<file path="config.mk">
export PLATFORM = sky130hd
export DESIGN_NAME = seq_pattern_tx
export DESIGN_NICKNAME = d
export VERILOG_FILES = /design/src/rtl/seq_pattern_pkg.sv /design/src/rtl/seq_pattern_tx.sv
export SDC_FILE = /design/constraint.sdc
export NUM_CORES = 1
export LEC_CHECK = 0
export CORE_MARGIN = 2
export CORE_UTILIZATION = 50
export DETAILED_ROUTE_END_ITERATION = 12
export GPL_ROUTABILITY_DRIVEN = 0
export GPL_TIMING_DRIVEN = 0
export PLACE_DENSITY = 0.75
export SLEW_MARGIN = 5
export SYNTH_ARGS = -nofsm -noshare
export SYNTH_HDL_FRONTEND = slang
export SYNTH_SLANG_ARGS = --single-unit
</file>
<file path="constraint.sdc">
create_clock -name clk -period 1.7 [get_ports clk]
set_input_delay 0.255 -clock clk [delete_from_list [all_inputs] [get_ports clk]]
set_output_delay 0.255 -clock clk [all_outputs]
set_load 0.03 [all_outputs]
</file>
<file path="src/rtl/seq_pattern_pkg.sv">
// Shared definitions for the serial pattern transmitter and the detector benches
// that consume its line.
package seq_pattern_pkg;

  typedef enum logic [1:0] {
    ST_IDLE  = 2'd0,
    ST_SHIFT = 2'd1,
    ST_GAP   = 2'd2
  } state_e;

  localparam int                   SEQ_PAT_W    = 6;
  localparam logic [SEQ_PAT_W-1:0] SEQ_PATTERN  = 6'b001001;
  localparam logic                 SEQ_IDLE_BIT = 1'b1;

endpackage

</file>
<file path="src/rtl/seq_pattern_tx.sv">
// Serial pattern transmitter: sends PATTERN MSB-first, rep_cnt times, with gap_len
// idle cycles between repetitions and a ready handshake on every bit.
module seq_pattern_tx
  import seq_pattern_pkg::*;
#(
  parameter int               PAT_W    = SEQ_PAT_W,
  parameter logic [PAT_W-1:0] PATTERN  = SEQ_PATTERN,
  parameter int               CNT_W    = 4,
  parameter int               GAP_W    = 4,
  parameter logic             IDLE_BIT = SEQ_IDLE_BIT
) (
  input  logic             clk,
  input  logic             rst_n,
  input  logic             start,
  input  logic [CNT_W-1:0] rep_cnt,
  input  logic [GAP_W-1:0] gap_len,
  input  logic             abort,
  input  logic             ready,
  output logic             dout,
  output logic             dout_valid,
  output logic             busy,
  output logic             done
);

  localparam int               IDX_W    = $clog2(PAT_W);
  localparam logic [IDX_W-1:0] LAST_IDX = IDX_W'(PAT_W - 1);

  state_e           state_q,   state_d;
  logic [PAT_W-1:0] shreg_q,   shreg_d;
  logic [IDX_W-1:0] idx_q,     idx_d;
  logic [CNT_W-1:0] rep_q,     rep_d;
  logic [GAP_W-1:0] gap_q,     gap_d;
  logic [GAP_W-1:0] gap_len_q, gap_len_d;
  logic             dout_q,    dout_d;
  logic             valid_q,   valid_d;
  logic             busy_q,    busy_d;
  logic             done_q,    done_d;

  always_comb begin
    state_d   = state_q;
    shreg_d   = shreg_q;
    idx_d     = idx_q;
    rep_d     = rep_q;
    gap_d     = gap_q;
    gap_len_d = gap_len_q;
    dout_d    = dout_q;
    valid_d   = valid_q;
    busy_d    = busy_q;
    done_d    = 1'b0;

    if (abort) begin
      // Abort also swallows a start that arrives in the same cycle.
      state_d = ST_IDLE;
      idx_d   = '0;
      rep_d   = '0;
      gap_d   = '0;
      dout_d  = IDLE_BIT;
      valid_d = 1'b0;
      busy_d  = 1'b0;
    end else begin
      unique case (state_q)
        ST_IDLE: begin
          if (start) begin
            if (rep_cnt == '0) begin
              done_d = 1'b1;
            end else begin
              state_d   = ST_SHIFT;
              rep_d     = rep_cnt;
              gap_len_d = gap_len;
              shreg_d   = PATTERN;
              idx_d     = '0;
              dout_d    = PATTERN[PAT_W-1];
              valid_d   = 1'b1;
              busy_d    = 1'b1;
            end
          end
        end

        ST_SHIFT: begin
          if (ready) begin
            if (idx_q != LAST_IDX) begin
              shreg_d = {shreg_q[PAT_W-2:0], 1'b0};
              dout_d  = shreg_q[PAT_W-2];
              idx_d   = idx_q + 1'b1;
            end else begin
              rep_d = rep_q - 1'b1;
              if (rep_q == CNT_W'(1)) begin
                state_d = ST_IDLE;
                idx_d   = '0;
                dout_d  = IDLE_BIT;
                valid_d = 1'b0;
                busy_d  = 1'b0;
                done_d  = 1'b1;
              end else if (gap_len_q == '0) begin
                // Back-to-back repetition: reload without a valid bubble.
                shreg_d = PATTERN;
                idx_d   = '0;
                dout_d  = PATTERN[PAT_W-1];
              end else begin
                state_d = ST_GAP;
                idx_d   = '0;
                gap_d   = gap_len_q;
                dout_d  = IDLE_BIT;
                valid_d = 1'b0;
              end
            end
          end
        end

        ST_GAP: begin
          // Gap runs on cycles alone; ready has no effect while no bit is offered.
          if (gap_q == GAP_W'(1)) begin
            state_d = ST_SHIFT;
            gap_d   = '0;
            shreg_d = PATTERN;
            idx_d   = '0;
            dout_d  = PATTERN[PAT_W-1];
            valid_d = 1'b1;
          end else begin
            gap_d = gap_q - 1'b1;
          end
        end

        default: begin
          state_d = ST_IDLE;
          dout_d  = IDLE_BIT;
          valid_d = 1'b0;
          busy_d  = 1'b0;
        end
      endcase
    end
  end

  always_ff @(posedge clk or negedge rst_n) begin
    if (!rst_n) begin
      state_q   <= ST_IDLE;
      shreg_q   <= '0;
      idx_q     <= '0;
      rep_q     <= '0;
      gap_q     <= '0;
      gap_len_q <= '0;
      dout_q    <= IDLE_BIT;
      valid_q   <= 1'b0;
      busy_q    <= 1'b0;
      done_q    <= 1'b0;
    end else begin
      state_q   <= state_d;
      shreg_q   <= shreg_d;
      idx_q     <= idx_d;
      rep_q     <= rep_d;
      gap_q     <= gap_d;
      gap_len_q <= gap_len_d;
      dout_q    <= dout_d;
      valid_q   <= valid_d;
      busy_q    <= busy_d;
      done_q    <= done_d;
    end
  end

  assign dout       = dout_q;
  assign dout_valid = valid_q;
  assign busy       = busy_q;
  assign done       = done_q;

endmodule

</file>
# After elaboration in Yosys (flattened, before gate mapping)
# Cells that the tools add are included.
# totals
regBits,26
input_bits,13
output_inout_bits,4
elab_cells,118
# classes
addsub,3
n_eq_ne,21
n_mux,67
bitwise,2
reduce_logical,15
# op_table
cell,count
4-bit two-way mux,11
5-bit two-way mux,7
3-bit inequality test (second input constant),11
1-bit two-way mux,26
3-bit two-way mux,6
2-bit two-way mux,8
4-bit case mux with 2 select lines,2
5-bit case mux with 3 select lines,1
5-bit AND reduction,3
6-bit AND reduction,2
2-bit inequality test (second input constant),5
1-bit case mux with 3 select lines,3
3-bit case mux with 3 select lines,1
3-bit nonzero test,3
4-bit by 1-bit equality test with 1-bit output (second input constant),2
4-bit zero test,2
4-bit AND reduction,2
8-bit AND reduction,1
4-bit by 1-bit subtractor with 4-bit output (second input constant),2
2-bit case mux with 3 select lines,1
4-bit inequality test (second input constant),1
4-bit nonzero test,1
3-bit by 1-bit adder with 3-bit output (second input constant),1
2-bit by 1-bit equality test with 1-bit output (second input constant),1
4 further kinds,5

# Depth between registers and ports, before layout
# Gate-level depths: netlist (run 1).
# logic_depth
depth_word,7
depth_mapped,7
ltp_nobuf,6

# Worst setup path after synthesis (run 1)
# No wires, ideal clock.
# synth_path
kind,register to register
startpoint,reg state_q[1]
endpoint,reg gap_q[0]
setup_ps,125
t_arrival_ps,1769
required_ps,1575
path_slack_ps,-194
path_stages_with_launch,7
path_buffers,0
synth_period_minus_slack_ps,1894
cell_sequence,dfrtp_1 > inv_1 > ha_1 > inv_1 > or4b_1 > nand2_1 > mux2_2
# synth_via
elab_chain_cells,3
word_cells_on_any_way,10
cone_classes,eq/ne (6); mux (2); reduce/logical (2)
# synth_lines
item,line,source
start: declaration,seq_pattern_tx.sv:28,"state_e state_q, state_d;"
start signal: assignment,seq_pattern_tx.sv:147,state_q <= state_d;
2-bit by 1-bit equality test with 1-bit output / 2-bit equality test (equally long branches),seq_pattern_tx.sv:61,unique case (state_q)
"3-bit inequality test (no source line), or another cell as far along",--,
5-bit AND reduction (no source line) / 4-bit two-way mux (equally long branches),--,
end signal: assignment,seq_pattern_tx.sv:151,gap_q <= gap_d;
end: declaration,seq_pattern_tx.sv:32,"logic [GAP_W-1:0] gap_q, gap_d;"
# Parallel ways exist; a longest one is shown, timed or not.
# A chain may end at the register's enable or synchronous reset.

# Worst setup path in the final report (run 1)
# layout_path
startpoint,reg gap_q[1]
endpoint,reg shreg_q[1]
# layout_via
elab_chain_cells,3
# layout_lines
item,line,source
4-bit by 1-bit equality test with 1-bit output,seq_pattern_tx.sv:112,if (gap_q == GAP_W'(1)) begin
2-bit inequality test (no source line),--,
8-bit AND reduction (no source line),--,
end signal: assignment,seq_pattern_tx.sv:148,shreg_q <= shreg_d;
end: declaration,seq_pattern_tx.sv:29,"logic [PAT_W-1:0] shreg_q, shreg_d;"
# Every way passes these cells.

==> impl_metrics.csv, run 1 <==
group,metric,value,unit
worst_setup_path,crit_type,"flip-flop to flip-flop",
floorplanning,die_h,60.88,um
worst_setup_path,cp-end-kind,"flip-flop",
synthesis,ys_top_cells_by_area,"dfrtp_1, ha_1, mux2_2",
worst_setup_path,cp_cell_sequence,"inv_2 -> ha_4 -> or3b_4 -> a221oi_4 -> o211ai_1 -> a22o_1",
synthesis,ys.flop_type,"dfrtp_1",
layout,num_antenna_cells,0,
detailed_routing,num_vias,1483,
worst_setup_path,path_buf_inv,1,
cts,cts_root_buffer,"clkbuf_4",
grt,grt_pass1_wl,6.686,mm
floorplanning,die_x,60.88,um
grt,grt-ovfl-total,0,
detailed_routing,ant_nets,0,
sta,max_slew_margin,57.76,%
synthesis,post_synth_num_cell_types,48,
worst_setup_path,r2r_cells,6,
worst_setup_path,cp_slowest_cell,"dfrtp_1",
worst_setup_path,crit_path_start_kind,"flip-flop",
synthesis,synth_seq_area_share,40.29,%
detailed_routing,route.top_layer_used,"met4",
synthesis,synth_cells,167,
detailed_routing,wire_per_inst,16.78,um
layout,design_area,2163,um2
synthesis,netlist.area_leader.share,38.67,%
detailed_routing,firstDrtPassIters,4,
sta,setup_ws,-0.2624,ns
cts,max-clock-path-buffers,2,
layout,synthToLayoutAreaGrowth,33.72,%
detailed_routing,drt-met1-wl,1.721,mm
cts,cts_tree,"built",
placed_design,port_buffers,15,
sta,final.setup.tns,-2.545,ns
synthesis,syn_avg_cell_area,9.687,um2
synthesis,yosys-top-cells-count,"dfrtp_1, inv_1, a21oi_1, nand2_1, nor2_1",
cts,htreeDepth,1,
synthesis,synth_area,1618,um2
sta,setup_viol,14,
sta,fin_crit,1.962,ns
worst_setup_path,slowest_delay,0.42,ns
grt,antenna_found_initial,0,
worst_setup_path,crit_required,1.92,ns
placed_design,dp_cells,226,
placed_design,place_ws,-0.4212,ns
layout,drive_gt1_share,30.88,%
sta,drv_slew,0,
flow_run,maxCapViolations,0,
grt,grt_use_total,24.01,%
synthesis,yosys_warnings,0,
placed_design,hpwl,2.777,mm
floorplanning,start_util,52.56,%
sta,tightest_slew,0.6283,ns
detailed_routing,drtIter0Drc,75,
synthesis,postSynth.asyncResetShare,100.0,%
cts,clock_latency,0.32,ns
detailed_routing,dr_wl_met2,2.189,mm
power,ir_drop,0.7693,mV
worst_setup_path,r2r_slack,-0.26,ns
worst_setup_path,r2r_start,"gap_q[1]$_DFFE_PN0P_",
worst_hold_path,hold_class,"input pin to async pin",
cts,clock_sinks,26,
synthesis,synth.net_count,188,
worst_setup_path,critical_path.startpoint,"gap_q[1]$_DFFE_PN0P_",
synthesis,synth_edf_count,0,
grt,grt_max_degree,27,
floorplanning,rows,20,
synthesis,yosysTopAreaCell,"dfrtp_1",
sta,rsz0062_at_grt,"yes",
sta,timing.fmax,509.6,MHz
worst_setup_path,critical_path_arrival,2.18,ns
synthesis,synth.most_common_cell,"dfrtp_1",
run_status,violations,"setup timing",
placed_design,post_dp_cell_area,1887,um2
worst_setup_path,critPathMaxFanout,5,
power,total_leakage_power,0.8771,nW
detailed_routing,drc,0,
worst_setup_path,cp_top_family,"compound AO/OA/AOI/OAI gates",
cts,numCtsBuffers,3,
sta,finalHoldViolations,0,
worst_setup_path,reg2reg_to,"shreg_q[1]$_DFFE_PN0P_",
synthesis,synth_seq_cells,26,
sta,fin_skew,0.01067,ns
detailed_routing,vias_per_cell,5.980,
detailed_routing,wirelength,4.161,mm
layout,stdcell_count,248,
detailed_routing,met3_length,171,um
power,power.density,1560,nW/um2
floorplanning,core_region_area,3078,um2
floorplanning,io_pins,17,
grt,grt_pass1_vias,1461,
layout,final_util,70.28,%
sta,period_share,115.4,%
cts,path_clk_slew,0.15,ns
floorplanning,dieArea,3706,um2
layout,nets,226,
run_status,status,"finished, violations left",
==> worst max path at each step <==
stage / to / slack (ns) / cells after the start
after floorplan: idx_q[0]$_DFFE_PN0P_ / -0.13 / 6
after global placement: gap_q[1]$_DFFE_PN0P_ / -0.42 / 5
after detailed placement: gap_q[1]$_DFFE_PN0P_ / -0.42 / 5
after CTS: shreg_q[1]$_DFFE_PN0P_ / -0.29 / 6
after global routing: shreg_q[1]$_DFFE_PN0P_ / -0.34 / 6
final: shreg_q[1]$_DFFE_PN0P_ / -0.26 / 6
==> cell families after synthesis <==
logic type,count (synthesis),synth area share (%)
AND/OR/NAND/NOR,49,17.94
multiplexers,12,7.966
buffers and inverters,21,4.873
AO/OA/AOI/OAI,51,22.74
flip-flops,26,40.29
adder cells (fa/ha/maj),8,6.187
==> per-layer routing <==
metal | track usage, % | up-vias
li1 | - | 706
met1 | 29.31 | 709
met2 | 43.63 | 58
met3 | 2.985 | 10
met4 | 7.764 | 0
met5 | 0 | -
==> through the flow <==
| stage | total power [mW] | hold WS, ns |
|---|---|---|
| 6_report | 3.375 | 0.4453 |
| 5_1_grt | 3.601 | 0.4915 |
| 4_1_cts | 3.155 | 0.5023 |
| 3_5_place_dp | 2.582 | 0.4909 |
| 3_3_place_gp | 2.512 | 0.4839 |
| 2_1_floorplan | 2.176 | -0.04059 |
==> registers in the layout, indices dropped and copies added (netlist names) <==
name and flops:
dout 1, dout_valid 1, rep_q 4, shreg_q 5
gap_q 4, state_q 2, idx_q 3, done 1
gap_len_q 4, busy 1
==> area by class of cell <==
type / instances / area, um2
multi-input combinational: 120 / 1050
fill: 247 / 914.6
sequential: 26 / 653.1
timing repair buffer: 33 / 281.5
inverter: 14 / 57.56
tap: 44 / 55.05
buffer: 7 / 40.04
clock buffer: 4 / 26.28
==> power by group <==
part	total, mW	leakage (nW)	switching [mW]	internal [mW]
combinational	2.05	0.532	1.04	1.01
sequential	1.05	0.330	0.202	0.848
clock	0.276	0.0150	0.184	0.0919
==> timing repair <==
action	in CTS	in global routing
setup buffers	11	6
endpoints found under the hold margin	0	25
setup endpoints to repair	25	26
resized for setup	22	20
pin swaps	16	11
hold buffers	0	1
==> cells in the final DEF (no fill, tap or decap), types with 5 or more instances in the layout <==
| cell type | instances |
|---|---|
| buf_4 | 18 |
| inv_1 | 9 |
| clkdlybuf4s50_1 | 13 |
| nand2b_1 | 5 |
| nand2_1 | 9 |
| mux2i_1 | 5 |
| a21oi_1 | 11 |
| nor2_1 | 9 |
| dfrtp_1 | 24 |
Power figures use the tool's default switching activity.
==> run 2, diff against run 1 <==
--- a/config.mk
+++ b/config.mk
@@ -10,7 +10,7 @@
 export DETAILED_ROUTE_END_ITERATION = 12
 export GPL_ROUTABILITY_DRIVEN = 0
 export GPL_TIMING_DRIVEN = 0
-export PLACE_DENSITY = 0.75
+export PLACE_DENSITY = 0.82
 export SLEW_MARGIN = 5
 export SYNTH_ARGS = -nofsm -noshare
 export SYNTH_HDL_FRONTEND = slang
==> run 2 against run 1 <==
Compared with the run above:
- the run still ends with setup timing left
- final area up 2.8%
- sequential power is essentially flat
- critical endpoint unchanged
- sequential cell count stayed put
==> impl_metrics.csv, run 2 (same netlist as run 1, synthesis figures left out) <==
group,metric,value,unit
grt,grt_max_degree,27,
cts,htreeDepth,1,
detailed_routing,wirelength,4.270,mm
layout,fill_cells,220,
worst_setup_path,r2r_slack,-0.22,ns
power,p_clk_share,11.8,%
layout,final_util,72.28,%
power,power,3.628,mW
power,total_leakage_power,0.9194,nW
worst_setup_path,crit_type,"flip-flop to flip-flop",
layout,nets,228,
flow_run,maxCapViolations,0,
layout,ff_latch_area,653.1,um2
floorplanning,die_h,60.88,um
sta,tightest_slew,0.5895,ns
placed_design,hpwl,2.678,mm
power,ir_drop,0.8316,mV
detailed_routing,ant_nets,0,
layout,synthToLayoutAreaGrowth,37.51,%
worst_setup_path,critPathMaxFanout,5,
power,seq_power_share,28.9,%
grt,grt_pass1_vias,1458,
run_status,status,"finished, violations left",
placed_design,port_buffers,15,
sta,setup_ws,-0.2188,ns
floorplanning,core_region_area,3078,um2
grt,grt_pass1_wl,6.720,mm
power,internal-power,2.138,mW
sta,fin_crit,1.919,ns
worst_setup_path,critical_path_arrival,2.15,ns
cts,numCtsBuffers,3,
layout,multi_input_area,1062,um2
power,switching_power,1.490,mW
detailed_routing,drc,0,
detailed_routing,num_vias,1513,
cts,cts_tree,"built",
sta,timing.fmax,521.2,MHz
floorplanning,die_x,60.88,um
cts,path_clk_slew,0.15,ns
worst_setup_path,r2r_cells,6,
detailed_routing,vias_per_cell,6.052,
worst_setup_path,r2r_start,"gap_q[1]$_DFFE_PN0P_",
grt,grt_use_total,24.20,%
layout,layout_common_cells,"dfrtp_1, buf_4, clkdlybuf4s50_1",
sta,period_share,112.9,%
cts,clock_sinks,26,
layout,num_antenna_cells,0,
detailed_routing,firstDrtPassIters,5,
detailed_routing,drtIter0Drc,143,
sta,finalHoldViolations,0,
worst_setup_path,crit_required,1.93,ns
sta,drv_slew,0,
detailed_routing,wire_per_inst,17.08,um
power,p_sw_share,41.06,%
sta,final.setup.tns,-2.345,ns
grt,antenna_found_initial,0,
sta,fin_skew,0.01235,ns
layout,final_common_cell,"dfrtp_1",
layout,design_area,2225,um2
worst_setup_path,cp-end-kind,"flip-flop",
layout,max_flop_register,"shreg_q",
worst_setup_path,reg2reg_to,"shreg_q[1]$_DFFE_PN0P_",
placed_design,post_dp_cell_area,1887,um2
grt,grt-ovfl-total,0,
power,power.density,1631,nW/um2
worst_setup_path,crit_path_start_kind,"flip-flop",
run_status,violations,"setup timing",
cts,cts_root_buffer,"clkbuf_4",
floorplanning,start_util,52.56,%
sta,setup_viol,15,
sta,rsz0062_at_grt,"yes",
sta,max_slew_margin,60.70,%
cts,max-clock-path-buffers,2,
layout,drive_gt1_share,33.50,%
floorplanning,io_pins,17,
power,p_comb_share,59.3,%
sta,hold_slack,0.4519,ns
cts,clock_latency,0.32,ns
worst_hold_path,hold_class,"input pin to async pin",
floorplanning,rows,20,
layout,largest_reg_flops,5,
floorplanning,dieArea,3706,um2
run 2: critical path: stages, from the launching register on:
cell      delay (ns)
dfrtp_1         0.42
inv_2           0.08
ha_4            0.12
or3b_4          0.41
a221oi_4        0.30
o211ai_1        0.25
a22o_1          0.24
run 2: layer usage:
layer	global-route usage (%)	share of wire [%]	vias to the layer above
li1	-	-	702
met1	31.05	43	749
met2	41.63	51	56
met3	3.838	4.8	6
met4	8.075	1.1	0
met5	0	0	-
run 2: how the worst max path moves through the flow:
stage,start,endpoint,slack [ns],cells after the start
floorplan,gap_q[1]$_DFFE_PN0P_,idx_q[0]$_DFFE_PN0P_,-0.13,6
global placement,ready,gap_q[1]$_DFFE_PN0P_,-0.42,5
detailed placement,ready,gap_q[0]$_DFFE_PN0P_,-0.43,5
CTS,gap_q[1]$_DFFE_PN0P_,shreg_q[1]$_DFFE_PN0P_,-0.26,6
global route,gap_q[1]$_DFFE_PN0P_,shreg_q[1]$_DFFE_PN0P_,-0.32,6
finish,gap_q[1]$_DFFE_PN0P_,shreg_q[1]$_DFFE_PN0P_,-0.22,6
run 2: final cells by class:
cell class                      instances  share of cell area, %
Sequential cell                        26                  29.36
Inverter                               14                  2.531
Multi-Input combinational cell        120                  47.75
Buffer                                  7                  1.912
Clock buffer                            3                  1.012
Tap cell                               44                  2.475
Timing Repair Buffer                   35                  13.61
Clock inverter                          1                  1.350
run 2: power groups by stage:
stage / clock network [mW] / logic (mW) / registers, mW
final: 0.430 / 2.15 / 1.05
after global routing: 0.471 / 2.30 / 1.08
after CTS: 0.441 / 1.89 / 1.04
after detailed placement: 0 / 1.51 / 1.06
after global placement: 0 / 1.46 / 1.04
after floorplan: 0 / 1.10 / 1.08
run 2: per-stage QoR:
step / cells / worst slack (ns)
2_1_floorplan: 167 / -0.1269
5_1_grt: 250 / -0.3151
3_3_place_gp: 226 / -0.4243
6_report: 250 / -0.2188
4_1_cts: 246 / -0.2587
3_5_place_dp: 226 / -0.4300
run 2: what timing repair did:
action                                  in CTS  in global routing
pin swaps                                   12                 12
hold endpoints to repair                     0                 25
setup buffers                               16                  4
endpoints found under the setup margin      27                 26
resized for setup                           22                 19
hold buffers                                 0                  1
==> run 3, diff against run 2 <==
--- a/config.mk
+++ b/config.mk
@@ -9,7 +9,6 @@
 export CORE_UTILIZATION = 50
 export DETAILED_ROUTE_END_ITERATION = 12
 export GPL_ROUTABILITY_DRIVEN = 0
-export GPL_TIMING_DRIVEN = 0
 export PLACE_DENSITY = 0.82
 export SLEW_MARGIN = 5
 export SYNTH_ARGS = -nofsm -noshare
==> constraint.sdc (replaced) <==
create_clock -name clk -period 1.64 [get_ports clk]
set_input_delay 0.246 -clock clk [delete_from_list [all_inputs] [get_ports clk]]
set_output_delay 0.246 -clock clk [all_outputs]
set_load 0.03 [all_outputs]
==> run 3 against run 2 <==
Compared with the run above:
- the flow still finishes with violations (setup timing)
- clock skew down 0.0095 ns
- fmax down 3.5%
- global-route usage grew 3.4 points
- via count rose by 7.5%
- sequential share of layout area decreased by 2.1 points
- die area did not move
- final area grew 7.6%
- utilization up 5.5 points
- critical path depth is the same
==> impl_metrics.csv, run 3 (same netlist as run 1, synthesis figures left out) <==
group,metric,value,unit
cts,numCtsBuffers,3,
worst_setup_path,crit_path_start_kind,"flip-flop",
power,internal-power,2.366,mW
cts,htreeDepth,1,
grt,grt-ovfl-total,0,
sta,setup_viol,16,
floorplanning,start_util,52.56,%
layout,drive_gt1_share,37.93,%
sta,rsz0062_at_grt,"yes",
power,p_comb_share,61.3,%
worst_hold_path,hold_class,"input pin to async pin",
worst_setup_path,reg2reg_to,"shreg_q[2]$_DFFE_PN0P_",
sta,setup_ws,-0.3475,ns
grt,grt_pass1_vias,1672,
placed_design,port_buffers,16,
layout,largest_reg_flops,5,
worst_setup_path,slowest_delay,0.44,ns
power,seq_power_share,27.0,%
sta,period_share,121.2,%
power,switching_power,1.552,mW
worst_setup_path,r2r_slack,-0.35,ns
flow_run,maxCapViolations,0,
floorplanning,rows,20,
power,power,3.918,mW
worst_setup_path,r2r_cells,6,
floorplanning,die_x,60.88,um
grt,grt_pass1_wl,7.507,mm
worst_setup_path,critPathMaxFanout,5,
power,total_leakage_power,1.076,nW
worst_setup_path,crit_type,"flip-flop to flip-flop",
layout,layout_common_cells,"buf_4, dfrtp_1, a21oi_1",
floorplanning,die_h,60.88,um
detailed_routing,vias_per_cell,5.891,
run_status,violations,"setup timing",
sta,fin_crit,1.987,ns
detailed_routing,drtIter0Drc,127,
worst_setup_path,r2r_start,"gap_q[1]$_DFFE_PN0P_",
floorplanning,dieArea,3706,um2
sta,max_slew_margin,72.43,%
power,p_sw_share,39.61,%
floorplanning,io_pins,17,
cts,clock_sinks,26,
cts,path_clk_slew,0.15,ns
power,p_clk_share,11.7,%
layout,max_flop_register,"shreg_q",
layout,num_antenna_cells,0,
cts,cts_root_buffer,"clkbuf_4",
layout,final_common_cell,"buf_4",
floorplanning,core_region_area,3078,um2
sta,fin_skew,0.002816,ns
worst_setup_path,cp-end-kind,"flip-flop",
sta,finalHoldViolations,0,
grt,antenna_found_initial,0,
worst_setup_path,cp_cell_sequence,"inv_2 -> ha_4 -> or3b_4 -> a221oi_4 -> o211ai_1 -> a22o_1",
sta,timing.fmax,503.2,MHz
worst_setup_path,path_buf_inv,1,
sta,drv_slew,0,
layout,final_util,77.80,%
worst_setup_path,critical_path.startpoint,"gap_q[1]$_DFFE_PN0P_",
worst_setup_path,crit_required,1.88,ns
detailed_routing,num_vias,1626,
cts,cts_hold_buf,0,
layout,synthToLayoutAreaGrowth,48.03,%
cts,clock_latency,0.33,ns
cts,max-clock-path-buffers,2,
power,power.density,1636,nW/um2
grt,grt_use_total,27.55,%
layout,nets,254,
worst_setup_path,critical_path_arrival,2.23,ns
detailed_routing,drc,0,
detailed_routing,ant_nets,0,
run_status,status,"finished, violations left",
detailed_routing,firstDrtPassIters,4,
worst_setup_path,cp_num_cells,6,
worst_setup_path,cp_slowest_cell,"dfrtp_1",
grt,grt_max_degree,27,
sta,tightest_slew,0.4117,ns
worst_setup_path,cp-endpoint,"shreg_q[2]$_DFFE_PN0P_",
detailed_routing,wire_per_inst,17.24,um
placed_design,hpwl,3.299,mm
sta,final.setup.tns,-4.156,ns
worst_setup_path,cp_top_family,"compound AO/OA/AOI/OAI gates",
detailed_routing,wirelength,4.757,mm
power,ir_drop,0.9482,mV
cts,cts_tree,"built",
layout,fill_cells,196,
[run 3: changes by cell type in the layout (fill, tap and decap cells not counted), moves of 3 or more]
cell	previous run	this run
a21oi_1	10	13
a21oi_2	3	0
buf_4	19	49
clkbuf_1	3	0
[run 3: per-stage QoR]
step	hold WS (ns)	instances	setup WS, ns	cell area (um2)
CTS	0.2627	273	-0.3369	2341
finish	0.2550	276	-0.3475	2395
global route	0.2902	276	-0.4179	2395
floorplan	-0.04959	167	-0.1869	1682
detailed placement	0.4951	266	-0.3405	2215
global placement	0.4768	266	-0.2781	2215
[run 3: routing by layer]
metal	share of wire, %	GRT usage [%]	up-vias
met5	0	0	-
met4	4.2	15.84	0
met3	4.5	3.412	21
met2	51	49.16	64
met1	41	31.51	785
li1	-	-	756
[run 3: final cells by class]
cell class / count / area, um2 / area share, %
Multi-Input combinational cell: 120 / 1018 / 42.53
Sequential cell: 26 / 651.9 / 27.22
Clock inverter: 1 / 30.03 / 1.254
Timing Repair Buffer: 68 / 564.3 / 23.56
Tap cell: 44 / 55.05 / 2.299
Inverter: 14 / 52.55 / 2.194
Clock buffer: 3 / 22.52 / 0.9404
[run 3: power groups by stage]
stage	combinational (mW)	clock, mW	sequential (mW)
final	2.40	0.458	1.06
after global routing	2.57	0.481	1.08
after CTS	2.24	0.464	1.04
after detailed placement	2.07	0	1.04
after global placement	1.96	0	1.02
after floorplan	1.14	0	1.11
[run 3: worst min path at each step]
stage | start | endpoint | slack (ns) | cells past startpoint
6_report | rst_n | idx_q[2]$_DFFE_PN0P_ | 0.25 | 2
5_1_grt | rst_n | idx_q[2]$_DFFE_PN0P_ | 0.29 | 2
4_1_cts | rst_n | idx_q[2]$_DFFE_PN0P_ | 0.26 | 2
3_5_place_dp | shreg_q[2]$_DFFE_PN0P_ | shreg_q[2]$_DFFE_PN0P_ | 0.50 | 1
3_3_place_gp | shreg_q[0]$_DFFE_PN0P_ | shreg_q[1]$_DFFE_PN0P_ | 0.48 | 1
2_1_floorplan | rst_n | busy$_DFFE_PN0P_ | -0.05 | 0
[run 3: worst register-to-register path, delay by kind of cell (launching register included)]
| family | cells | cell delay, ns |
|---|---|---|
| AO/OA/AOI/OAI | 3 | 0.83 |
| flip-flops | 1 | 0.44 |
| AND/OR/NAND/NOR | 1 | 0.41 |
| adder cells (fa/ha/maj) | 1 | 0.13 |
| buffers and inverters | 1 | 0.09 |
[run 3: repair_timing]
item                       CTS  global route
setup endpoints to repair   26            24
setup buffers                3             4
cloned                       0             0
resized for setup           20             8
pin swaps                   13             4
